==> src/rtl/mem_access_unit_if.sv <==
// Bundle of the pipeline-side and data-memory-side signals of the MEM-stage
// load/store unit. The master modport is the unit's view; the slave modport
// is the view of the surrounding pipeline and data memory.
interface mem_access_unit_if;
    // pipeline side
    logic        mem_req_i;
    logic        mem_we_i;
    logic [2:0]  func3_i;
    logic [31:0] addr_i;
    logic [31:0] wdata_i;
    logic        stall_o;
    logic [31:0] load_data_o;
    logic        load_valid_o;
    logic        access_fault_o;
    logic        bus_err_o;
    // data memory side
    logic        dm_req_o;
    logic        dm_gnt_i;
    logic [31:0] dm_addr_o;
    logic        dm_we_o;
    logic [3:0]  dm_wstrb_o;
    logic [31:0] dm_wdata_o;
    logic        dm_rvalid_i;
    logic [31:0] dm_rdata_i;

    modport master (
        input  mem_req_i, mem_we_i, func3_i, addr_i, wdata_i,
        output stall_o, load_data_o, load_valid_o, access_fault_o, bus_err_o,
        output dm_req_o, dm_addr_o, dm_we_o, dm_wstrb_o, dm_wdata_o,
        input  dm_gnt_i, dm_rvalid_i, dm_rdata_i
    );

    modport slave (
        output mem_req_i, mem_we_i, func3_i, addr_i, wdata_i,
        input  stall_o, load_data_o, load_valid_o, access_fault_o, bus_err_o,
        input  dm_req_o, dm_addr_o, dm_we_o, dm_wstrb_o, dm_wdata_o,
        output dm_gnt_i, dm_rvalid_i, dm_rdata_i
    );
endinterface

==> src/rtl/mem_access_unit.sv <==
// MEM-stage load/store unit: alignment check, request/grant/response
// handshake to data memory, byte strobes with lane-replicated store data,
// right-aligned load data for the WB-stage load filter.
//
// state  | meaning
// -------+-------------------------------------------------------------
// S_IDLE | no access outstanding; legal request accepted here
// S_REQ  | dm_req_o asserted from captured registers until granted
// S_WAIT | granted; waiting for rvalid or timeout
// S_DONE | one-cycle completion pulse, pipeline released
module mem_access_unit #(
    parameter int unsigned TIMEOUT_CYC = 255
) (
    input  logic              clk,
    input  logic              rst_n,
    mem_access_unit_if.master bus
);

    typedef enum logic [1:0] {
        S_IDLE = 2'd0,
        S_REQ  = 2'd1,
        S_WAIT = 2'd2,
        S_DONE = 2'd3
    } state_t;

    localparam logic [7:0] C_TIMEOUT = 8'(TIMEOUT_CYC);

    state_t      r_state;
    state_t      w_state_nxt;
    logic [7:0]  r_cnt;
    logic [29:0] r_addr_word;
    logic [1:0]  r_off;
    logic        r_we;
    logic [3:0]  r_wstrb;
    logic [31:0] r_wdata;
    logic [31:0] r_load_data;
    logic        r_berr;

    logic        w_legal;
    logic        w_aligned;
    logic        w_ok;
    logic        w_accept;
    logic        w_timeout;
    logic [3:0]  w_wstrb;
    logic [31:0] w_wdata;
    logic        w_stall;
    logic        w_dm_req;
    logic        w_fault;
    logic        w_lvalid;
    logic        w_berr;

    // Decode func3 into legality, alignment and the store lane pattern.
    always_comb begin
        w_legal   = 1'b0;
        w_aligned = 1'b0;
        w_wstrb   = 4'b0000;
        w_wdata   = 32'h0;
        case (bus.func3_i)
            3'b000: begin
                w_legal   = 1'b1;
                w_aligned = 1'b1;
                if (bus.mem_we_i) begin
                    w_wstrb = 4'b0001 << bus.addr_i[1:0];
                    w_wdata = {4{bus.wdata_i[7:0]}};
                end
            end
            3'b001: begin
                w_legal   = 1'b1;
                w_aligned = ~bus.addr_i[0];
                if (bus.mem_we_i) begin
                    w_wstrb = bus.addr_i[1] ? 4'b1100 : 4'b0011;
                    w_wdata = {2{bus.wdata_i[15:0]}};
                end
            end
            3'b010: begin
                w_legal   = 1'b1;
                w_aligned = (bus.addr_i[1:0] == 2'b00);
                if (bus.mem_we_i) begin
                    w_wstrb = 4'b1111;
                    w_wdata = bus.wdata_i;
                end
            end
            3'b100: begin
                w_legal   = ~bus.mem_we_i;
                w_aligned = 1'b1;
            end
            3'b101: begin
                w_legal   = ~bus.mem_we_i;
                w_aligned = ~bus.addr_i[0];
            end
            default: begin
                w_legal   = 1'b0;
                w_aligned = 1'b0;
            end
        endcase
    end

    assign w_ok      = w_legal & w_aligned;
    assign w_accept  = rst_n & (r_state == S_IDLE) & bus.mem_req_i & w_ok;
    // WAIT may last at most TIMEOUT_CYC cycles; the last one still accepts rvalid.
    assign w_timeout = (r_cnt >= (C_TIMEOUT - 8'd1));

    // State register.
    always_ff @(posedge clk) begin
        if (!rst_n) r_state <= S_IDLE;
        else        r_state <= w_state_nxt;
    end

    // Next-state and control outputs; everything forced low while in reset.
    always_comb begin
        w_state_nxt = r_state;
        w_stall     = 1'b0;
        w_dm_req    = 1'b0;
        w_fault     = 1'b0;
        w_lvalid    = 1'b0;
        w_berr      = 1'b0;
        if (rst_n) begin
            case (r_state)
                S_IDLE: begin
                    w_stall = w_accept;
                    w_fault = bus.mem_req_i & ~w_ok;
                    if (w_accept) w_state_nxt = S_REQ;
                end
                S_REQ: begin
                    w_stall  = 1'b1;
                    w_dm_req = 1'b1;
                    if (bus.dm_gnt_i) w_state_nxt = S_WAIT;
                end
                S_WAIT: begin
                    w_stall = 1'b1;
                    if (bus.dm_rvalid_i || w_timeout) w_state_nxt = S_DONE;
                end
                S_DONE: begin
                    w_lvalid    = ~r_we & ~r_berr;
                    w_berr      = r_berr;
                    w_state_nxt = S_IDLE;
                end
                default: w_state_nxt = S_IDLE;
            endcase
        end
    end

    // Timeout counter: cleared on grant, saturating count while waiting.
    always_ff @(posedge clk) begin
        if (!rst_n) begin
            r_cnt <= 8'h00;
        end else if (r_state == S_REQ && bus.dm_gnt_i) begin
            r_cnt <= 8'h00;
        end else if (r_state == S_WAIT && r_cnt != 8'hFF) begin
            r_cnt <= r_cnt + 8'd1;
        end
    end

    // Capture the request on accept and the response (or timeout) in WAIT.
    always_ff @(posedge clk) begin
        if (!rst_n) begin
            r_addr_word <= 30'h0;
            r_off       <= 2'b00;
            r_we        <= 1'b0;
            r_wstrb     <= 4'b0000;
            r_wdata     <= 32'h0;
            r_load_data <= 32'h0;
            r_berr      <= 1'b0;
        end else begin
            if (w_accept) begin
                r_addr_word <= bus.addr_i[31:2];
                r_off       <= bus.addr_i[1:0];
                r_we        <= bus.mem_we_i;
                r_wstrb     <= w_wstrb;
                r_wdata     <= w_wdata;
                r_berr      <= 1'b0;
            end
            if (r_state == S_WAIT) begin
                if (bus.dm_rvalid_i) begin
                    r_load_data <= bus.dm_rdata_i >> {r_off, 3'b000};
                end else if (w_timeout) begin
                    r_load_data <= 32'h0;
                    r_berr      <= 1'b1;
                end
            end
        end
    end

    assign bus.stall_o        = w_stall;
    assign bus.access_fault_o = w_fault;
    assign bus.load_valid_o   = w_lvalid;
    assign bus.bus_err_o      = w_berr;
    assign bus.load_data_o    = r_load_data;
    assign bus.dm_req_o       = w_dm_req;
    assign bus.dm_addr_o      = w_dm_req ? {r_addr_word, 2'b00} : 32'h0;
    assign bus.dm_we_o        = w_dm_req & r_we;
    assign bus.dm_wstrb_o     = w_dm_req ? r_wstrb : 4'b0000;
    assign bus.dm_wdata_o     = w_dm_req ? r_wdata : 32'h0;

endmodule

==> src/flat_wrapper.sv <==
// flat-port wrapper written by rule: the top's interface ports become plain ports
module mem_access_unit_flat 
#(
    parameter int unsigned TIMEOUT_CYC = 255
)
  (clk, rst_n, bus_mem_req_i, bus_mem_we_i, bus_func3_i, bus_addr_i, bus_wdata_i, bus_stall_o, bus_load_data_o, bus_load_valid_o, bus_access_fault_o, bus_bus_err_o, bus_dm_req_o, bus_dm_addr_o, bus_dm_we_o, bus_dm_wstrb_o, bus_dm_wdata_o, bus_dm_gnt_i, bus_dm_rvalid_i, bus_dm_rdata_i);
  mem_access_unit_if bus_i ();
  input  logic clk;
  input  logic rst_n;
  input wire logic [$bits(bus_i.mem_req_i)-1:0] bus_mem_req_i;
  input wire logic [$bits(bus_i.mem_we_i)-1:0] bus_mem_we_i;
  input wire logic [$bits(bus_i.func3_i)-1:0] bus_func3_i;
  input wire logic [$bits(bus_i.addr_i)-1:0] bus_addr_i;
  input wire logic [$bits(bus_i.wdata_i)-1:0] bus_wdata_i;
  output wire logic [$bits(bus_i.stall_o)-1:0] bus_stall_o;
  output wire logic [$bits(bus_i.load_data_o)-1:0] bus_load_data_o;
  output wire logic [$bits(bus_i.load_valid_o)-1:0] bus_load_valid_o;
  output wire logic [$bits(bus_i.access_fault_o)-1:0] bus_access_fault_o;
  output wire logic [$bits(bus_i.bus_err_o)-1:0] bus_bus_err_o;
  output wire logic [$bits(bus_i.dm_req_o)-1:0] bus_dm_req_o;
  output wire logic [$bits(bus_i.dm_addr_o)-1:0] bus_dm_addr_o;
  output wire logic [$bits(bus_i.dm_we_o)-1:0] bus_dm_we_o;
  output wire logic [$bits(bus_i.dm_wstrb_o)-1:0] bus_dm_wstrb_o;
  output wire logic [$bits(bus_i.dm_wdata_o)-1:0] bus_dm_wdata_o;
  input wire logic [$bits(bus_i.dm_gnt_i)-1:0] bus_dm_gnt_i;
  input wire logic [$bits(bus_i.dm_rvalid_i)-1:0] bus_dm_rvalid_i;
  input wire logic [$bits(bus_i.dm_rdata_i)-1:0] bus_dm_rdata_i;
  assign bus_i.mem_req_i = bus_mem_req_i;
  assign bus_i.mem_we_i = bus_mem_we_i;
  assign bus_i.func3_i = bus_func3_i;
  assign bus_i.addr_i = bus_addr_i;
  assign bus_i.wdata_i = bus_wdata_i;
  assign bus_stall_o = bus_i.stall_o;
  assign bus_load_data_o = bus_i.load_data_o;
  assign bus_load_valid_o = bus_i.load_valid_o;
  assign bus_access_fault_o = bus_i.access_fault_o;
  assign bus_bus_err_o = bus_i.bus_err_o;
  assign bus_dm_req_o = bus_i.dm_req_o;
  assign bus_dm_addr_o = bus_i.dm_addr_o;
  assign bus_dm_we_o = bus_i.dm_we_o;
  assign bus_dm_wstrb_o = bus_i.dm_wstrb_o;
  assign bus_dm_wdata_o = bus_i.dm_wdata_o;
  assign bus_i.dm_gnt_i = bus_dm_gnt_i;
  assign bus_i.dm_rvalid_i = bus_dm_rvalid_i;
  assign bus_i.dm_rdata_i = bus_dm_rdata_i;
  mem_access_unit #(.TIMEOUT_CYC(TIMEOUT_CYC)) u_core (.clk(clk), .rst_n(rst_n), .bus(bus_i));
endmodule
==> config.mk <==
export PLATFORM = sky130hd
export DESIGN_NAME = mem_access_unit_flat
export DESIGN_NICKNAME = d
export VERILOG_FILES = /design/src/rtl/mem_access_unit_if.sv /design/src/rtl/mem_access_unit.sv /design/src/flat_wrapper.sv
export SDC_FILE = /design/constraint.sdc
export NUM_CORES = 1
export LEC_CHECK = 0
export CAP_MARGIN = 10
export CORE_MARGIN = 1.5
export CORE_UTILIZATION = 35
export DETAILED_ROUTE_END_ITERATION = 8
export GPL_ROUTABILITY_DRIVEN = 0
export PLACE_DENSITY = 0.62
export SYNTH_ARGS = -nofsm -noshare
export SYNTH_HDL_FRONTEND = slang
export SYNTH_SLANG_ARGS = --single-unit
==> constraint.sdc <==
create_clock -name clk -period 2.6 [get_ports clk]
set_input_delay 0.52 -clock clk [delete_from_list [all_inputs] [get_ports clk]]
set_output_delay 0.52 -clock clk [all_outputs]
set_load 0.05 [all_outputs]
==> impl_metrics.csv, run 1 <==
group,metric,value,unit
global_route,antenna_found_initial,2,
power_and_ir_drop,seqPwrFrac,42.1,%
final_layout,area_growth_syn_to_layout,55.24,%
sta,fmax,397.1,MHz
flow_run,maxCapViolCount,0,
synth,synth_top_cell_area_share,37.44,%
global_route,use_met3,6.311,%
detailed_routing,ant_nets,0,
setup_path,cp_top_family,"buffers and inverters",
setup_path,worstSetupStartpointType,"primary input",
detailed_routing,drc,0,
setup_path,endpoint_kind,"output pin",
cts,clock-root-buffer,"clkbuf_16",
sta,min_period_over_period,96.85,%
synth,synth_cell_types,41,
sta,post-route-min-period,2.518,ns
detailed_routing,viasPerCell,5.334,
synth,yosysWarnings,0,
sta,slew_violations,0,
power_and_ir_drop,p_per_area,464.5,nW/um^2
floorplan,fp.dieW,133.8,um
detailed_routing,dr.first_iter.drc_count,292,
sta,hold_viol_final,0,
cts,cts_tree,"built",
sta,finClkSkew,0.007958,ns
cts,h-tree-depth,3,
synth,synth_top_family_by_area,"simple AND/OR/NAND/NOR gates",
floorplan,dieHeight,133.8,um
cts,clock_sinks,112,
power_and_ir_drop,p_int,0.002944,W
global_route,grt_max_degree,73,
synth,synthesis.area,5988,um^2
floorplan,coreArea,16640,um^2
floorplan,ios,211,
power_and_ir_drop,power_frac_comb,26.8,%
synth,synthTopCellsByArea,"dfxtp_1 37%, a21boi_0 13%, nand2_1 7.6%",
global_route,busiest_layer,"met2",
synth,yosys.area_share.simple,24.20,%
detailed_routing,drt_wl_total,19.36,mm
cts,cts_inserted_buffers,9,
hold_path,hold_class,"flop to flop",
setup_path,cp_data_required_time,2.08,ns
synth,synth-seq-cells,112,
synth,synth-xor-area-share,0.4388,%
power_and_ir_drop,p_clk_share,31.1,%
global_route,grt_pass1_wl,31.15,mm
power_and_ir_drop,leakage,3.490,nW
setup_path,cp.arrival,2.00,ns
final_layout,fin_area,9296,um^2
sta,max_slew_margin,50.33,%
power_and_ir_drop,ir_worst_vdd,0.0003238,V
final_layout,fill_cells,1499,
detailed_routing,via_count,6043,
sta,worstMarginPinSlew,0.7435,ns
final_layout,utilization,55.86,%
setup_path,crit_chain,"clkdlybuf4s50_1 -> a221oi_2 -> o21ba_2 -> nor2_1 -> nor3b_2 -> buf_12",
power_and_ir_drop,swShare,31.82,%
synth,synth_area_per_cell,8.114,um^2
floorplan,initial_core_util,35.98,%
floorplan,placementRows,47,
setup_path,critPathSlowestCell,"clkdlybuf4s50_1",
global_route,gr-usage-met1,29.01,%
global_route,track_usage,21.63,%
synth,synth_compound_area_share,22.82,%
detailed_routing,firstDrtPassIters,5,
final_layout,drive_gt1_share,14.71,%
sta,rsz0062_at_grt,"false",
final_layout,finalNetCount,1019,
synth,synthAdderAreaFrac,1.672,%
synth,ys_seq_area_share,37.44,%
cts,clockBufferDepth,2,
sta,setup_viol,0,
global_route,grt_pass1_vias,5841,
setup_path,cp.buffers_inverters,2,
global_route,met2_usage,33.08,%
setup_path,ff2ff_setup_slack,0.39,ns
setup_path,slowest_delay,0.44,ns
setup_path,cp_max_fo,2,
placement,portBuffers,208,
cts,hold_buffers,0,
placement,dpl.hpwl,14.03,mm
setup_path,crit_type,"primary input to output pin",
run_status,status,"finished clean",
floorplan,dieArea,17900,um^2
detailed_routing,wl_per_cell,17.08,um
cts,clk_pin_slew,0.07,ns
global_route,overflow,0,
synth,yosysTopAreaCell,"dfxtp_1",
synth,synthMuxAreaShare,7.355,%
placement,place_area,8980,um^2
cts,clock_latency,0.35,ns
power_and_ir_drop,power,0.004318,W
synth,postSynthCellCount,738,
power_and_ir_drop,p_switching,0.001374,W
==> power groups by stage <==
stage,sequential [W],clock (W),combinational [W]
after global placement,0.00185,0,0.00113
after floorplan,0.00191,0,0.000584
after global routing,0.00183,0.00145,0.00126
after CTS,0.00182,0.00139,0.00115
final,0.00182,0.00134,0.00116
after detailed placement,0.00186,0,0.00115
==> registers in the layout, indices dropped and copies added, names as in the netlist <==
name                    cells
u_core.bus.load_data_o     32
u_core.r_berr               1
u_core.r_we                 1
u_core.r_wstrb              4
u_core.r_off                2
u_core.r_state              2
u_core.r_addr_word         30
u_core.r_cnt                8
u_core.r_wdata             32
==> final timing paths <==
check	startpoint	endpoint	depth (start not counted)
setup / recovery	bus_mem_we_i	bus_stall_o	6
hold / removal	u_core.r_wdata[10]	u_core.r_wdata[10]	2
setup reg to reg	u_core.r_state[1]	u_core.r_wdata[18]	7
hold reg to reg	u_core.r_wdata[10]	u_core.r_wdata[10]	2
==> synth_stat cells (all sizes together) <==
| library cell | number |
|---|---|
| conb | 1 |
| or2 | 1 |
| clkbuf | 62 |
| a211oi | 1 |
| nor2 | 8 |
| o2111ai | 8 |
| nand4b | 8 |
| nand3b | 8 |
| inv | 10 |
| nand3 | 47 |
| nor3 | 5 |
| and3 | 68 |
| a2111oi | 1 |
| a222oi | 1 |
| a41o | 1 |
| dfxtp | 112 |
| o211ai | 1 |
| a221oi | 1 |
| nor2b | 5 |
| a22o | 8 |
| xnor2 | 3 |
| and4 | 1 |
| o21ai | 55 |
| nand2 | 121 |
| a21boi | 102 |
| o21bai | 1 |
| nor4 | 1 |
| nor3b | 2 |
| o2bb2ai | 8 |
| or3 | 2 |
| nand4 | 9 |
| a32oi | 1 |
| mux2i | 35 |
| o211a | 1 |
| buf | 17 |
| o21ba | 1 |
| mux2 | 8 |
| ha | 8 |
| and2 | 1 |
| a21oi | 4 |
==> layout make-up <==
cell class | count | area (um^2) | area share, %
Sequential cell | 112 | 2242 | 24.12
Antenna cell | 2 | 5.005 | 0.05384
Inverter | 10 | 37.54 | 0.4038
Multi-Input combinational cell | 538 | 3428 | 36.88
Clock inverter | 4 | 28.78 | 0.3096
Tap cell | 220 | 275.3 | 2.961
Clock buffer | 12 | 256.5 | 2.759
Timing Repair Buffer | 235 | 3023 | 32.52
==> layout by cell type (no fill, tap or decap), types with 2 or more instances in the layout <==
cell,synthesis,routed
clkdlybuf4s50_1,0,132
clkbuf_8,0,2
diode_2,0,2
a22o_1,8,8
ha_2,0,2
a21boi_0,102,102
nand3b_1,8,8
mux2_2,8,8
buf_4,2,27
clkbuf_16,0,9
o2111ai_1,8,8
a21oi_1,4,3
ha_1,8,6
xnor2_1,3,3
buf_12,0,73
mux2i_1,35,35
and3_1,68,68
o2bb2ai_1,8,8
nand2_1,121,121
nand4_1,9,9
or3_1,2,2
o21ai_0,55,55
nand3_1,47,47
nor2_1,8,8
nor3_1,5,4
clkinvlp_4,0,2
nor2b_1,5,5
dfxtp_1,112,112
inv_1,10,9
conb_1,1,2
dlymetal6s2s_1,0,3
nand4b_1,8,8
==> cells by family after synthesis <==
kind of cell               count (synthesis)
and+or+nand+nor                          287
other                                      1
adders and majority gates                  8
xor gates and xnor gates                   3
muxes                                     43
buffers and inverters                     89
DFF                                      112
AOI/OAI and AO/OA                        195
==> tightest hold or removal path, delay by kind of cell (launching register included) <==
family	cells	cell delay, ns
AND/OR/NAND/NOR	1	0.04
flip-flops	1	0.31
AO/OA/AOI/OAI	1	0.06
==> metal layers <==
layer  up-vias  share of wire, %
met1      2837                44
met5         -                 0
met4         0               2.4
met3        30               8.7
li1       2946                 -
met2       230                45
==> metrics by stage <==
stage                      TNS [ns]  setup WS [ns]  instances  hold WS, ns
after global placement            0        0.02411       1114       0.4449
after global routing              0       0.003224       1133       0.4771
after CTS                         0        0.02955       1130       0.4598
final                             0        0.08202       1133       0.4567
after detailed placement    -0.3187       -0.07608       1114       0.4515
after floorplan           -0.001722      -0.001722        739       0.4365
==> what timing repair did <==
action,CTS,global route
setup endpoints to repair,0,1
hold endpoints to repair,0,0
setup buffers,0,1
resized for setup,0,6
Power figures use the tool's default switching activity.
==> inputs of run 2 (changes only) <==
Settings changed: CTS_CLUSTER_SIZE set to 25.
==> results of run 2 <==
The final DEF is identical to that of run 1; final timing and power are the same.
==> inputs of run 3 (changes only) <==
Settings changed: ABC_CLOCK_PERIOD_IN_PS set to 2600, HOLD_SLACK_MARGIN set to 0.05, SLEW_MARGIN set to 15.
==> results of run 3 <==
The final DEF is identical to that of run 1; final timing and power are the same.
